### config.mk
export PLATFORM = sky130hd
export DESIGN_NAME = main_controller_flat
export DESIGN_NICKNAME = d
export VERILOG_FILES = /design/src/rtl/cpu_pkg.sv /design/src/rtl/main_controller_if.sv /design/src/rtl/alu_decoder.sv /design/src/rtl/main_controller.sv /design/src/flat_wrapper.sv
export SDC_FILE = /design/constraint.sdc
export NUM_CORES = 1
export LEC_CHECK = 0
export ABC_AREA = 1
export BUFFER_PORTS_ARGS = -buffer_cell sky130_fd_sc_hd__buf_2
export CORE_MARGIN = 2
export CORE_UTILIZATION = 40
export DETAILED_ROUTE_END_ITERATION = 8
export GPL_TIMING_DRIVEN = 0
export PLACE_DENSITY = 0.78
export SYNTH_ARGS = -nofsm -noshare
export SYNTH_HDL_FRONTEND = slang
export SYNTH_SLANG_ARGS = --single-unit
export TNS_END_PERCENT = 30
### constraint.sdc
create_clock -name clk -period 1 [get_ports clk]
set_input_delay 0 -clock clk [delete_from_list [all_inputs] [get_ports clk]]
set_output_delay 0 -clock clk [all_outputs]
set_load 0.03 [all_outputs]
### src/rtl/cpu_pkg.sv
// Shared constants for the multicycle controller: opcodes, funct3 codes,
// datapath select encodings, ALU control codes and the controller state type.
package cpu_pkg;

    localparam logic [6:0] OP_LOAD   = 7'b0000011;
    localparam logic [6:0] OP_STORE  = 7'b0100011;
    localparam logic [6:0] OP_R      = 7'b0110011;
    localparam logic [6:0] OP_I      = 7'b0010011;
    localparam logic [6:0] OP_BRANCH = 7'b1100011;
    localparam logic [6:0] OP_JAL    = 7'b1101111;
    localparam logic [6:0] OP_JALR   = 7'b1100111;
    localparam logic [6:0] OP_LUI    = 7'b0110111;
    localparam logic [6:0] OP_AUIPC  = 7'b0010111;
    localparam logic [6:0] OP_SYSTEM = 7'b1110011;

    localparam logic [2:0] F3_BEQ  = 3'b000;
    localparam logic [2:0] F3_BNE  = 3'b001;
    localparam logic [2:0] F3_BLT  = 3'b100;
    localparam logic [2:0] F3_BGE  = 3'b101;
    localparam logic [2:0] F3_BLTU = 3'b110;
    localparam logic [2:0] F3_BGEU = 3'b111;

    localparam logic [2:0] IMM_I = 3'd0;
    localparam logic [2:0] IMM_S = 3'd1;
    localparam logic [2:0] IMM_B = 3'd2;
    localparam logic [2:0] IMM_J = 3'd3;
    localparam logic [2:0] IMM_U = 3'd4;

    localparam logic [2:0] A_OLD_PC = 3'd0;
    localparam logic [2:0] A_PC     = 3'd1;
    localparam logic [2:0] A_REG    = 3'd2;

    localparam logic [2:0] B_REG  = 3'd0;
    localparam logic [2:0] B_IMM  = 3'd1;
    localparam logic [2:0] B_FOUR = 3'd2;

    localparam logic [2:0] OUT_ALU_REG = 3'd0;
    localparam logic [2:0] OUT_ALU     = 3'd1;
    localparam logic [2:0] OUT_DATA    = 3'd2;

    localparam logic ADR_PC  = 1'b0;
    localparam logic ADR_BUS = 1'b1;

    localparam logic [3:0] ALU_ADD   = 4'd0;
    localparam logic [3:0] ALU_SUB   = 4'd1;
    localparam logic [3:0] ALU_AND   = 4'd2;
    localparam logic [3:0] ALU_OR    = 4'd3;
    localparam logic [3:0] ALU_XOR   = 4'd4;
    localparam logic [3:0] ALU_SLL   = 4'd5;
    localparam logic [3:0] ALU_SRL   = 4'd6;
    localparam logic [3:0] ALU_SRA   = 4'd7;
    localparam logic [3:0] ALU_SLT   = 4'd8;
    localparam logic [3:0] ALU_SLTU  = 4'd9;
    localparam logic [3:0] ALU_PASSB = 4'd10;

    typedef enum logic [3:0] {
        S_FETCH, S_DECODE, S_MEMADR, S_MEMREAD, S_MEMWB, S_MEMWRITE,
        S_EXECR, S_EXECI, S_ALUWB, S_BRANCH, S_JAL, S_JALR,
        S_LUI, S_AUIPC, S_HALT, S_TRAP
    } state_t;

endpackage

### src/rtl/main_controller_if.sv
// Instruction fields in, datapath strobes and selects out; the controller
// takes the master side, the datapath (or a bench) the slave side.
interface main_controller_if;
    logic [6:0] opcode;
    logic [2:0] funct3;
    logic [6:0] funct7;
    logic       zero_flag;

    logic       adr_src;
    logic       pc_write;
    logic       ir_write;
    logic       mem_write;
    logic       reg_write;
    logic       output_en;
    logic [2:0] out_mux_sel;
    logic [2:0] imm_sel;
    logic [2:0] alu_src_a_sel;
    logic [2:0] alu_src_b_sel;
    logic [3:0] alu_ctrl;
    logic       halted;
    logic       illegal;

    modport master (
        input  opcode, funct3, funct7, zero_flag,
        output adr_src, pc_write, ir_write, mem_write, reg_write, output_en,
               out_mux_sel, imm_sel, alu_src_a_sel, alu_src_b_sel, alu_ctrl,
               halted, illegal
    );

    modport slave (
        output opcode, funct3, funct7, zero_flag,
        input  adr_src, pc_write, ir_write, mem_write, reg_write, output_en,
               out_mux_sel, imm_sel, alu_src_a_sel, alu_src_b_sel, alu_ctrl,
               halted, illegal
    );
endinterface

### src/rtl/alu_decoder.sv
// Combinational ALU-control decode from the instruction fields. Branch
// funct3 010/011 are not real branches and fall back to ADD.
module alu_decoder
    import cpu_pkg::*;
(
    input  logic [6:0] opcode,
    input  logic [2:0] funct3,
    input  logic [6:0] funct7,
    output logic [3:0] alu_ctrl
);

    logic unused_funct7;
    assign unused_funct7 = ^{funct7[6], funct7[4:0]};

    always_comb begin
        alu_ctrl = ALU_ADD;
        case (opcode)
            OP_R, OP_I: begin
                case (funct3)
                    3'b000:  alu_ctrl = (opcode == OP_R && funct7[5]) ? ALU_SUB : ALU_ADD;
                    3'b001:  alu_ctrl = ALU_SLL;
                    3'b010:  alu_ctrl = ALU_SLT;
                    3'b011:  alu_ctrl = ALU_SLTU;
                    3'b100:  alu_ctrl = ALU_XOR;
                    3'b101:  alu_ctrl = funct7[5] ? ALU_SRA : ALU_SRL;
                    3'b110:  alu_ctrl = ALU_OR;
                    default: alu_ctrl = ALU_AND;
                endcase
            end
            OP_BRANCH: begin
                case (funct3[2:1])
                    2'b00:   alu_ctrl = ALU_SUB;
                    2'b10:   alu_ctrl = ALU_SLT;
                    2'b11:   alu_ctrl = ALU_SLTU;
                    default: alu_ctrl = ALU_ADD;
                endcase
            end
            OP_LUI:  alu_ctrl = ALU_PASSB;
            default: alu_ctrl = ALU_ADD;
        endcase
    end

endmodule

### src/rtl/main_controller.sv
// Moore multicycle controller: state register plus a combinational block that
// produces next state and all datapath strobes/selects from the current state.
module main_controller
    import cpu_pkg::*;
#(
    parameter int ILLEGAL_TRAP = 1
) (
    input  logic              clk,
    input  logic              rst,
    main_controller_if.master bus
);

    state_t     state;
    state_t     next_state;
    logic [3:0] decoded_alu;
    logic       branch_taken;

    logic       adr_src;
    logic       pc_write;
    logic       ir_write;
    logic       mem_write;
    logic       reg_write;
    logic       output_en;
    logic [2:0] out_mux_sel;
    logic [2:0] imm_sel;
    logic [2:0] a_sel;
    logic [2:0] b_sel;
    logic [3:0] alu_ctrl;
    logic       halted;
    logic       illegal;

    alu_decoder u_alu_decoder (
        .opcode   (bus.opcode),
        .funct3   (bus.funct3),
        .funct7   (bus.funct7),
        .alu_ctrl (decoded_alu)
    );

    always_ff @(posedge clk or posedge rst) begin
        if (rst) state <= S_FETCH;
        else     state <= next_state;
    end

    // Equality branches and the ">=" forms take the branch on a zero ALU result.
    always_comb begin
        branch_taken = 1'b0;
        case (bus.funct3)
            F3_BEQ, F3_BGE, F3_BGEU: branch_taken = bus.zero_flag;
            F3_BNE, F3_BLT, F3_BLTU: branch_taken = ~bus.zero_flag;
            default:                 branch_taken = 1'b0;
        endcase
    end

    always_comb begin
        next_state  = state;
        adr_src     = ADR_PC;
        pc_write    = 1'b0;
        ir_write    = 1'b0;
        mem_write   = 1'b0;
        reg_write   = 1'b0;
        output_en   = 1'b0;
        out_mux_sel = OUT_ALU_REG;
        imm_sel     = IMM_I;
        a_sel       = A_OLD_PC;
        b_sel       = B_REG;
        alu_ctrl    = ALU_ADD;
        halted      = 1'b0;
        illegal     = 1'b0;
        case (state)
            S_FETCH: begin
                ir_write    = 1'b1;
                pc_write    = 1'b1;
                a_sel       = A_PC;
                b_sel       = B_FOUR;
                out_mux_sel = OUT_ALU;
                next_state  = S_DECODE;
            end
            S_DECODE: begin
                b_sel   = B_IMM;
                imm_sel = (bus.opcode == OP_JAL) ? IMM_J : IMM_B;
                case (bus.opcode)
                    OP_LOAD, OP_STORE: next_state = S_MEMADR;
                    OP_R:              next_state = S_EXECR;
                    OP_I:              next_state = S_EXECI;
                    OP_BRANCH:         next_state = S_BRANCH;
                    OP_JAL:            next_state = S_JAL;
                    OP_JALR:           next_state = S_JALR;
                    OP_LUI:            next_state = S_LUI;
                    OP_AUIPC:          next_state = S_AUIPC;
                    OP_SYSTEM:         next_state = S_HALT;
                    default:           next_state = (ILLEGAL_TRAP != 0) ? S_TRAP : S_FETCH;
                endcase
            end
            S_MEMADR: begin
                a_sel      = A_REG;
                b_sel      = B_IMM;
                imm_sel    = (bus.opcode == OP_STORE) ? IMM_S : IMM_I;
                next_state = (bus.opcode == OP_STORE) ? S_MEMWRITE : S_MEMREAD;
            end
            S_MEMREAD: begin
                adr_src    = ADR_BUS;
                next_state = S_MEMWB;
            end
            S_MEMWB: begin
                out_mux_sel = OUT_DATA;
                reg_write   = 1'b1;
                output_en   = 1'b1;
                next_state  = S_FETCH;
            end
            S_MEMWRITE: begin
                adr_src    = ADR_BUS;
                mem_write  = 1'b1;
                next_state = S_FETCH;
            end
            S_EXECR: begin
                a_sel      = A_REG;
                alu_ctrl   = decoded_alu;
                next_state = S_ALUWB;
            end
            S_EXECI: begin
                a_sel      = A_REG;
                b_sel      = B_IMM;
                alu_ctrl   = decoded_alu;
                next_state = S_ALUWB;
            end
            S_ALUWB: begin
                reg_write  = 1'b1;
                output_en  = 1'b1;
                next_state = S_FETCH;
            end
            S_BRANCH: begin
                a_sel      = A_REG;
                alu_ctrl   = decoded_alu;
                pc_write   = branch_taken;
                next_state = S_FETCH;
            end
            S_JAL: begin
                b_sel      = B_FOUR;
                pc_write   = 1'b1;
                next_state = S_ALUWB;
            end
            // JALR only computes the target here and reuses JAL for link/redirect.
            S_JALR: begin
                a_sel      = A_REG;
                b_sel      = B_IMM;
                next_state = S_JAL;
            end
            S_LUI: begin
                b_sel      = B_IMM;
                imm_sel    = IMM_U;
                alu_ctrl   = decoded_alu;
                next_state = S_ALUWB;
            end
            S_AUIPC: begin
                b_sel      = B_IMM;
                imm_sel    = IMM_U;
                next_state = S_ALUWB;
            end
            S_HALT:  halted  = 1'b1;
            S_TRAP:  illegal = 1'b1;
            default: next_state = S_FETCH;
        endcase
    end

    // Write strobes are gated by reset so nothing is committed while it is held.
    assign bus.adr_src       = adr_src;
    assign bus.pc_write      = pc_write & ~rst;
    assign bus.ir_write      = ir_write & ~rst;
    assign bus.mem_write     = mem_write & ~rst;
    assign bus.reg_write     = reg_write & ~rst;
    assign bus.output_en     = output_en & ~rst;
    assign bus.out_mux_sel   = out_mux_sel;
    assign bus.imm_sel       = imm_sel;
    assign bus.alu_src_a_sel = a_sel;
    assign bus.alu_src_b_sel = b_sel;
    assign bus.alu_ctrl      = alu_ctrl;
    assign bus.halted        = halted;
    assign bus.illegal       = illegal;

endmodule

### src/flat_wrapper.sv
// flat-port wrapper written by rule: the top's interface ports become plain ports
module main_controller_flat import cpu_pkg::*;
#(
    parameter int ILLEGAL_TRAP = 1
)
  (clk, rst, bus_opcode, bus_funct3, bus_funct7, bus_zero_flag, bus_adr_src, bus_pc_write, bus_ir_write, bus_mem_write, bus_reg_write, bus_output_en, bus_out_mux_sel, bus_imm_sel, bus_alu_src_a_sel, bus_alu_src_b_sel, bus_alu_ctrl, bus_halted, bus_illegal);
  main_controller_if bus_i ();
  input  logic clk;
  input  logic rst;
  input wire logic [$bits(bus_i.opcode)-1:0] bus_opcode;
  input wire logic [$bits(bus_i.funct3)-1:0] bus_funct3;
  input wire logic [$bits(bus_i.funct7)-1:0] bus_funct7;
  input wire logic [$bits(bus_i.zero_flag)-1:0] bus_zero_flag;
  output wire logic [$bits(bus_i.adr_src)-1:0] bus_adr_src;
  output wire logic [$bits(bus_i.pc_write)-1:0] bus_pc_write;
  output wire logic [$bits(bus_i.ir_write)-1:0] bus_ir_write;
  output wire logic [$bits(bus_i.mem_write)-1:0] bus_mem_write;
  output wire logic [$bits(bus_i.reg_write)-1:0] bus_reg_write;
  output wire logic [$bits(bus_i.output_en)-1:0] bus_output_en;
  output wire logic [$bits(bus_i.out_mux_sel)-1:0] bus_out_mux_sel;
  output wire logic [$bits(bus_i.imm_sel)-1:0] bus_imm_sel;
  output wire logic [$bits(bus_i.alu_src_a_sel)-1:0] bus_alu_src_a_sel;
  output wire logic [$bits(bus_i.alu_src_b_sel)-1:0] bus_alu_src_b_sel;
  output wire logic [$bits(bus_i.alu_ctrl)-1:0] bus_alu_ctrl;
  output wire logic [$bits(bus_i.halted)-1:0] bus_halted;
  output wire logic [$bits(bus_i.illegal)-1:0] bus_illegal;
  assign bus_i.opcode = bus_opcode;
  assign bus_i.funct3 = bus_funct3;
  assign bus_i.funct7 = bus_funct7;
  assign bus_i.zero_flag = bus_zero_flag;
  assign bus_adr_src = bus_i.adr_src;
  assign bus_pc_write = bus_i.pc_write;
  assign bus_ir_write = bus_i.ir_write;
  assign bus_mem_write = bus_i.mem_write;
  assign bus_reg_write = bus_i.reg_write;
  assign bus_output_en = bus_i.output_en;
  assign bus_out_mux_sel = bus_i.out_mux_sel;
  assign bus_imm_sel = bus_i.imm_sel;
  assign bus_alu_src_a_sel = bus_i.alu_src_a_sel;
  assign bus_alu_src_b_sel = bus_i.alu_src_b_sel;
  assign bus_alu_ctrl = bus_i.alu_ctrl;
  assign bus_halted = bus_i.halted;
  assign bus_illegal = bus_i.illegal;
  main_controller #(.ILLEGAL_TRAP(ILLEGAL_TRAP)) u_core (.clk(clk), .rst(rst), .bus(bus_i));
endmodule
==> results.py, run 1 <==
metrics = {
    "drt": {
        "routed_wl_mm": 3.34,
        "viasPerCell": 5.13,
        "vias": 1257,
        "wl_per_cell_um": 13.6,
        "drc_errors": 0,
        "ant_nets": 0,
        "first_iter_violations": 46,
        "dr.pass1.iters": 4,
    },
    "final_layout": {
        "antennaDiodeCount": 0,
        "final_area_um2": 1580,
        "seqCellArea_um2": 104,
        "drive_gt1_share_pct": 53.5,
        "synthToLayoutAreaGrowth_pct": 76.9,
        "nNetsFinal": 242,
        "reg.largest.list": "u_core.state: 4 flops",
        "top_register": "u_core.state",
        "layoutNonFillerInstCount": 245,
        "fillers": 176,
        "largest_reg_flops": 4,
        "multi_input_area_um2": 816,
    },
    "logic_synthesis": {
        "synthCells": 161,
        "ys_types": 29,
        "ys_ff_latch": 4,
        "synth_warnings": 0,
        "yosysSeqAreaShare_pct": 11.2,
        "syn_area_per_cell_um2": 5.54,
        "synth_area_um2": 892,
    },
    "power_and_ir_drop": {
        "power.leakage_uw": 0.000796,
        "finalPower_uw": 4040,
        "cellPowerDensity_nw_per_um2": 2560,
        "irDropWorstVdd_uv": 1890,
    },
    "placed_design": {
        "pre_cts_ws_ps": -408,
        "dp_cells": 224,
        "place_area_um2": 1170,
        "gp_congestion": 0.832,
        "hpwlAfterDp_mm": 1.84,
        "port_buffers": 33,
    },
    "global_routing": {
        "antenna_found_initial": 0,
        "grt_max_degree": 11,
        "grt_pass1_vias": 1112,
        "grt_overflow": 0,
        "grt_pass1_wl_mm": 4.55,
        "grt_use_total_pct": 22.7,
    },
    "clocking": {
        "cts.sinks": 4,
        "cts_tree": "built",
        "path_clk_slew_ps": 40,
        "clockBufferDepth": 2,
        "clk_latency_ps": 250,
        "htreeDepth": 1,
        "cts_buffers": 3,
        "root_buffer": "clkbuf_4",
    },
    "worst_setup_path": {
        "cp_slowest_cell": "dfrtp_2",
        "critPathLaunchType": "register",
        "rrSetupSlack_ps": -440,
        "cpPeakStageDelay_ps": 510,
        "crit_chain": "nand2_4 -> nor2_4 -> inv_2 -> o21ai_4 -> a21boi_4 -> buf_6",
        "cp-end-kind": "output pin",
        "critPathArrivalTime_ps": 1590,
        "worstPathMaxFanout": 5,
        "reg2reg_to": "u_core.state[3]",
        "r2r_cells": 6,
        "crit_required_ps": 1000,
        "path_buf_inv": 2,
        "r2r_start": "u_core.state[3]",
        "critPathKind": "reg2out",
        "cp.depth": 6,
        "critPathTopFamily": "flip-flops",
    },
    "sta": {
        "fin_crit_sh_pct": 159,
        "finalCriticalPeriod_ps": 1590,
        "drv_slew": 0,
        "fin_worst_skew_ps": 0.372,
        "hold_violations": 0,
        "rsz0062_at_grt": "true",
        "max_freq_ghz": 0.630,
        "setup_viol": 25,
        "fin_ws_ps": -588,
    },
    "floorplan": {
        "pin_count": 44,
        "initial_utilization_pct": 41.1,
        "core-area_um2": 2170,
        "fp.dieH_um": 51.2,
        "row_count": 17,
        "dieArea_um2": 2620,
        "die_width_um": 51.2,
    },
    "hold_path": {
        "worst_hold_startpoint": "bus_opcode[4]",
        "hold_path_class": "in2reg",
        "hold_path_depth": 6,
        "holdPathEnd": "u_core.state[1]",
    },
    "job": {
        "max-cap-violations": 0,
    },
    "run_status": {
        "outcome": "complete, but fails checks",
        "failed_checks": "setup timing",
    },
}
==> Yosys cell counts, drive strengths merged <==
library cell,instances,area [um2]
a21boi,1,11.3
a21oi,2,10.0
a31oi,3,18.8
buf,6,45.0
clkbuf,1,3.75
conb,1,3.75
dfrtp,4,100
ha,3,37.5
inv,27,101
nand2,40,158
nand3,16,90.1
nand4,2,12.5
nor2,37,174
nor3,6,35.0
o2111ai,1,8.76
o211ai,2,15.0
o21ai,5,36.3
o21bai,1,7.51
o221ai,1,8.76
o22ai,1,6.26
xor2,1,8.76
==> kinds of logic (layout without fill, tap and decap cells) <==
logic type	count (synthesis)	after routing	synth area share, %
AOI/OAI and AO/OA	17	17	13.7
xor gates and xnor gates	1	1	0.982
adders and majority gates	3	3	4.21
buffers and inverters	34	88	16.8
DFF	4	4	11.2
other	1	3	0.420
and+or+nand+nor	101	101	52.6
==> cell usage in the layout (no fill, tap or decap), types with 2 or more instances in the layout <==
cell type	instances
nand4_1	2
nand2_2	6
nor2_1	20
nor2_2	5
inv_2	10
nor3_1	3
nand3_2	3
o211ai_1	2
a31oi_1	2
o21ai_0	2
dfrtp_2	3
buf_2	12
nand3_1	13
inv_1	12
buf_4	22
nand2_4	3
ha_1	3
nor3_2	2
nor2_4	12
nand2_1	31
buf_6	22
conb_1	3
inv_4	5
clkbuf_4	3
==> report_power, final <==
group	switching, uW	total (uW)	internal, uW	leakage, uW
clock	87.2	223	136	0.0000138
combinational	1980	3420	1450	0.000735
sequential	148	394	246	0.0000466
==> cell type report <==
class                      instances  share of cell area, %
tap                               28                   2.22
buffer                             7                   3.33
multi-input combinational        125                   51.7
clock buffer                       3                   1.43
sequential                         4                   6.58
timing repair buffer              51                   27.5
inverter                          27                   7.22
==> layer usage <==
layer | vias up | routed length (um) | GRT usage, %
li1 | 619 | - | -
met1 | 571 | 1270 | 24.0
met2 | 57 | 1850 | 43.5
met3 | 10 | 140 | 3.80
met4 | 0 | 79 | 9.65
met5 | - | 0 | 0
==> worst reg2reg max path: cells and delay by family (launching register included) <==
kind | cells | cell delay [ps]
flip-flops | 1 | 500
AND/OR/NAND/NOR | 2 | 300
buffers and inverters | 3 | 290
AO/OA/AOI/OAI | 1 | 240
==> stage by stage <==
stage	util [%]	TNS, ps	hold WS [ps]
6_report	72.7	-10130	238
5_1_grt	72.7	-11530	268
4_1_cts	67.1	-8070	182
3_5_place_dp	54.1	-4650	-7.06
3_3_place_gp	54.1	-4830	-18.1
2_1_floorplan	-	-4160	-234
==> repair_timing <==
action	in CTS	in global routing
pin swaps	9	11
hold buffers	1	0
gates resized for setup	52	27
setup buffers	12	5
endpoints found under the setup margin	25	25
hold endpoints to repair	4	0
==> how the worst max path moves through the flow <==
stage / start / to / slack (ps)
2_1_floorplan: u_core.state[3] / bus_alu_src_b_sel[0] / -310
3_3_place_gp: u_core.state[1] / bus_imm_sel[0] / -430
5_1_grt: u_core.state[3] / bus_alu_ctrl[0] / -660
6_report: u_core.state[3] / bus_alu_ctrl[0] / -590
4_1_cts: u_core.state[3] / bus_alu_ctrl[0] / -490
3_5_place_dp: u_core.state[1] / bus_alu_ctrl[0] / -410
No activity file was read; power rests on OpenSTA's default activity.
==> run 2, diff against run 1 <==
--- a/config.mk
+++ b/config.mk
@@ -5,13 +5,12 @@
 export SDC_FILE = /design/constraint.sdc
 export NUM_CORES = 1
 export LEC_CHECK = 0
-export ABC_AREA = 1
-export BUFFER_PORTS_ARGS = -buffer_cell sky130_fd_sc_hd__buf_2
 export CORE_MARGIN = 2
 export CORE_UTILIZATION = 40
 export DETAILED_ROUTE_END_ITERATION = 8
+export DONT_BUFFER_PORTS = 1
 export GPL_TIMING_DRIVEN = 0
-export PLACE_DENSITY = 0.78
+export PLACE_DENSITY = 0.6
 export SYNTH_ARGS = -nofsm -noshare
 export SYNTH_HDL_FRONTEND = slang
 export SYNTH_SLANG_ARGS = --single-unit
==> results.py, run 2 <==
metrics = {
    "power_and_ir_drop": {
        "irDropWorstVdd_uv": 1370,
        "power.leakage_uw": 0.000575,
        "cellPowerDensity_nw_per_um2": 2950,
    },
    "logic_synthesis": {
        "ys_types": 41,
        "ys_ff_latch": 4,
        "synth_edf_count": 0,
        "synth_top_area_share_pct": 12.5,
        "synth_top_flop_cell": "dfrtp_1",
        "synthCells": 122,
        "synth_area_um2": 803,
        "synthTopCellsByCount": "nor2_1 (12), inv_1 (10), nand2_1 (7), nand2b_1 (7)",
        "synth_top_cells_by_area": "dfrtp_1 (12%), nor2_1 (5.6%), nand2b_1 (5.5%)",
        "synth_warnings": 0,
        "synthMostInstantiatedCell": "nor2_1",
        "async_reset_ff_share_pct": 100,
        "syn_area_per_cell_um2": 6.58,
        "yosysSeqAreaShare_pct": 12.5,
        "synth_largest_area_cell": "dfrtp_1",
    },
    "final_layout": {
        "synthToLayoutAreaGrowth_pct": 73.1,
        "layoutNonFillerInstCount": 169,
        "reg.largest.list": "u_core.state: 4 flops",
        "largest_reg_flops": 4,
        "drive_gt1_share_pct": 48.6,
        "antennaDiodeCount": 0,
        "mostFrequentLayoutCells": "buf_4 (13), inv_1 (8), nor2_1 (7), buf_6 (6), nor3_4 (6)",
        "top_register": "u_core.state",
        "final_common_cell": "buf_4",
        "nNetsFinal": 167,
        "utilization_pct": 72.3,
    },
    "drt": {
        "drc_errors": 0,
        "first_iter_violations": 17,
        "wl_per_cell_um": 16.1,
        "dr.pass1.iters": 4,
        "ant_nets": 0,
        "routed_wl_mm": 2.72,
        "vias": 989,
        "viasPerCell": 5.85,
    },
    "clocking": {
        "cts_buffers": 3,
        "path_clk_slew_ps": 40,
        "clk_latency_ps": 250,
        "clockBufferDepth": 2,
        "root_buffer": "clkbuf_4",
        "cts.sinks": 4,
        "cts_tree": "built",
        "htreeDepth": 1,
    },
    "global_routing": {
        "antenna_found_initial": 0,
        "grt_pass1_wl_mm": 4.06,
        "grt_overflow": 0,
        "grt_use_total_pct": 21.8,
        "grt_max_degree": 11,
        "grt_pass1_vias": 916,
    },
    "run_status": {
        "outcome": "complete, but fails checks",
        "failed_checks": "setup timing",
    },
    "floorplan": {
        "die_width_um": 48.8,
        "row_count": 16,
        "initial_utilization_pct": 41.8,
        "fp.dieH_um": 48.8,
        "dieArea_um2": 2380,
        "core-area_um2": 1920,
        "pin_count": 44,
    },
    "sta": {
        "fin_worst_skew_ps": 3.72,
        "hold_violations": 0,
        "fin_crit_sh_pct": 166,
        "fin_ws_ps": -660,
        "drv_slew": 0,
        "finalCriticalPeriod_ps": 1660,
        "slew_headroom_pct": 62.0,
        "rsz0062_at_grt": "true",
        "max_freq_ghz": 0.603,
        "tightest_slew_ps": 566,
        "holdWs_ps": 45.7,
        "setup_viol": 25,
    },
    "job": {
        "max-cap-violations": 0,
    },
    "placed_design": {
        "gp_congestion": 0.749,
        "dp_cells": 151,
        "hpwlAfterDp_mm": 1.75,
        "pre_cts_ws_ps": -449,
        "port_buffers": 0,
    },
    "worst_setup_path": {
        "cp-end-kind": "output pin",
        "critPathArrivalTime_ps": 1660,
        "critPathLaunchType": "register",
        "crit_required_ps": 1000,
        "worstPathMaxFanout": 9,
        "critPathKind": "reg2out",
    },
    "hold_path": {
        "hold_path_class": "in2out",
    },
}
## run 2: changes by cell type after synthesis, moves of 7 or more
| cell | before | now |
|---|---|---|
| nor2_2 | 8 | 0 |
| nand3_1 | 14 | 3 |
| nand2_1 | 37 | 7 |
| nor2_1 | 27 | 12 |
| inv_2 | 12 | 1 |
| nand2b_1 | 0 | 7 |
## run 2: metrics by stage
stage | TNS (ps) | instance area [um2] | power, uW
3_3_place_gp | -6920 | 1030 | 2610
3_5_place_dp | -7320 | 1030 | 2650
4_1_cts | -10760 | 1250 | 3470
6_report | -11680 | 1390 | 4100
5_1_grt | -12930 | 1390 | 4330
2_1_floorplan | -4680 | 996 | 2380
## run 2: power breakdown
group / internal (uW) / switching [uW] / total [uW]
Sequential: 237 / 55.9 / 293
Clock: 135 / 83.0 / 218
Combinational: 1520 / 2070 / 3590
## run 2: critical path, stage by stage (launching register included)
cell and delay, ps:
dfrtp_1 390, buf_6 150, nor4_4 560, and2_4 310
## run 2: kinds of logic (layout without fill, tap and decap cells)
family	count (synthesis)	count (layout)	synth area share, %
XOR/XNOR	4	4	4.36
adder cells (fa/ha/maj)	3	3	4.67
flip-flops	4	4	12.5
AO/OA/AOI/OAI	30	30	24.9
other	1	3	0.467
AND/OR/NAND/NOR	56	56	38.5
buffers and inverters	24	42	14.6
## run 2: path summary, 6_finish.rpt
check	startpoint	slack, ps	to	depth (start not counted)
max	u_core.state[1]	-660	bus_ir_write	3
min	rst	50	bus_mem_write	1
max reg2reg	u_core.state[3]	-450	u_core.state[2]	5
min reg2reg	u_core.state[2]	800	u_core.state[1]	3
max in group asynchronous	rst	680	u_core.state[1]	2
min in group asynchronous	rst	140	u_core.state[2]	2
## run 2: layout make-up
| class | count | area, um2 |
|---|---|---|
| fillers | 149 | 532 |
| multi-input cells | 96 | 893 |
| repair buffers | 15 | 138 |
| plain buffers | 13 | 154 |
| flip-flops and latches | 4 | 100 |
| well taps | 27 | 33.8 |
| clock buffers | 3 | 22.5 |
| inverters | 11 | 48.8 |
## run 2: repair_timing
item | 4_1_cts | 5_1_grt
hold endpoints to repair | 5 | 0
hold buffers | 2 | 0
gates resized for setup | 25 | 25
pin swaps | 7 | 11
setup buffers | 7 | 6
endpoints found under the setup margin | 25 | 25
## run 2: metal layers
layer | part of all wire (%) | routed length (um) | global-route usage, %
met5 | 0 | 0 | 0
met1 | 37 | 1010 | 23.1
met3 | 4.3 | 116 | 3.07
met4 | 1.6 | 44 | 10.0
met2 | 57 | 1550 | 42.0
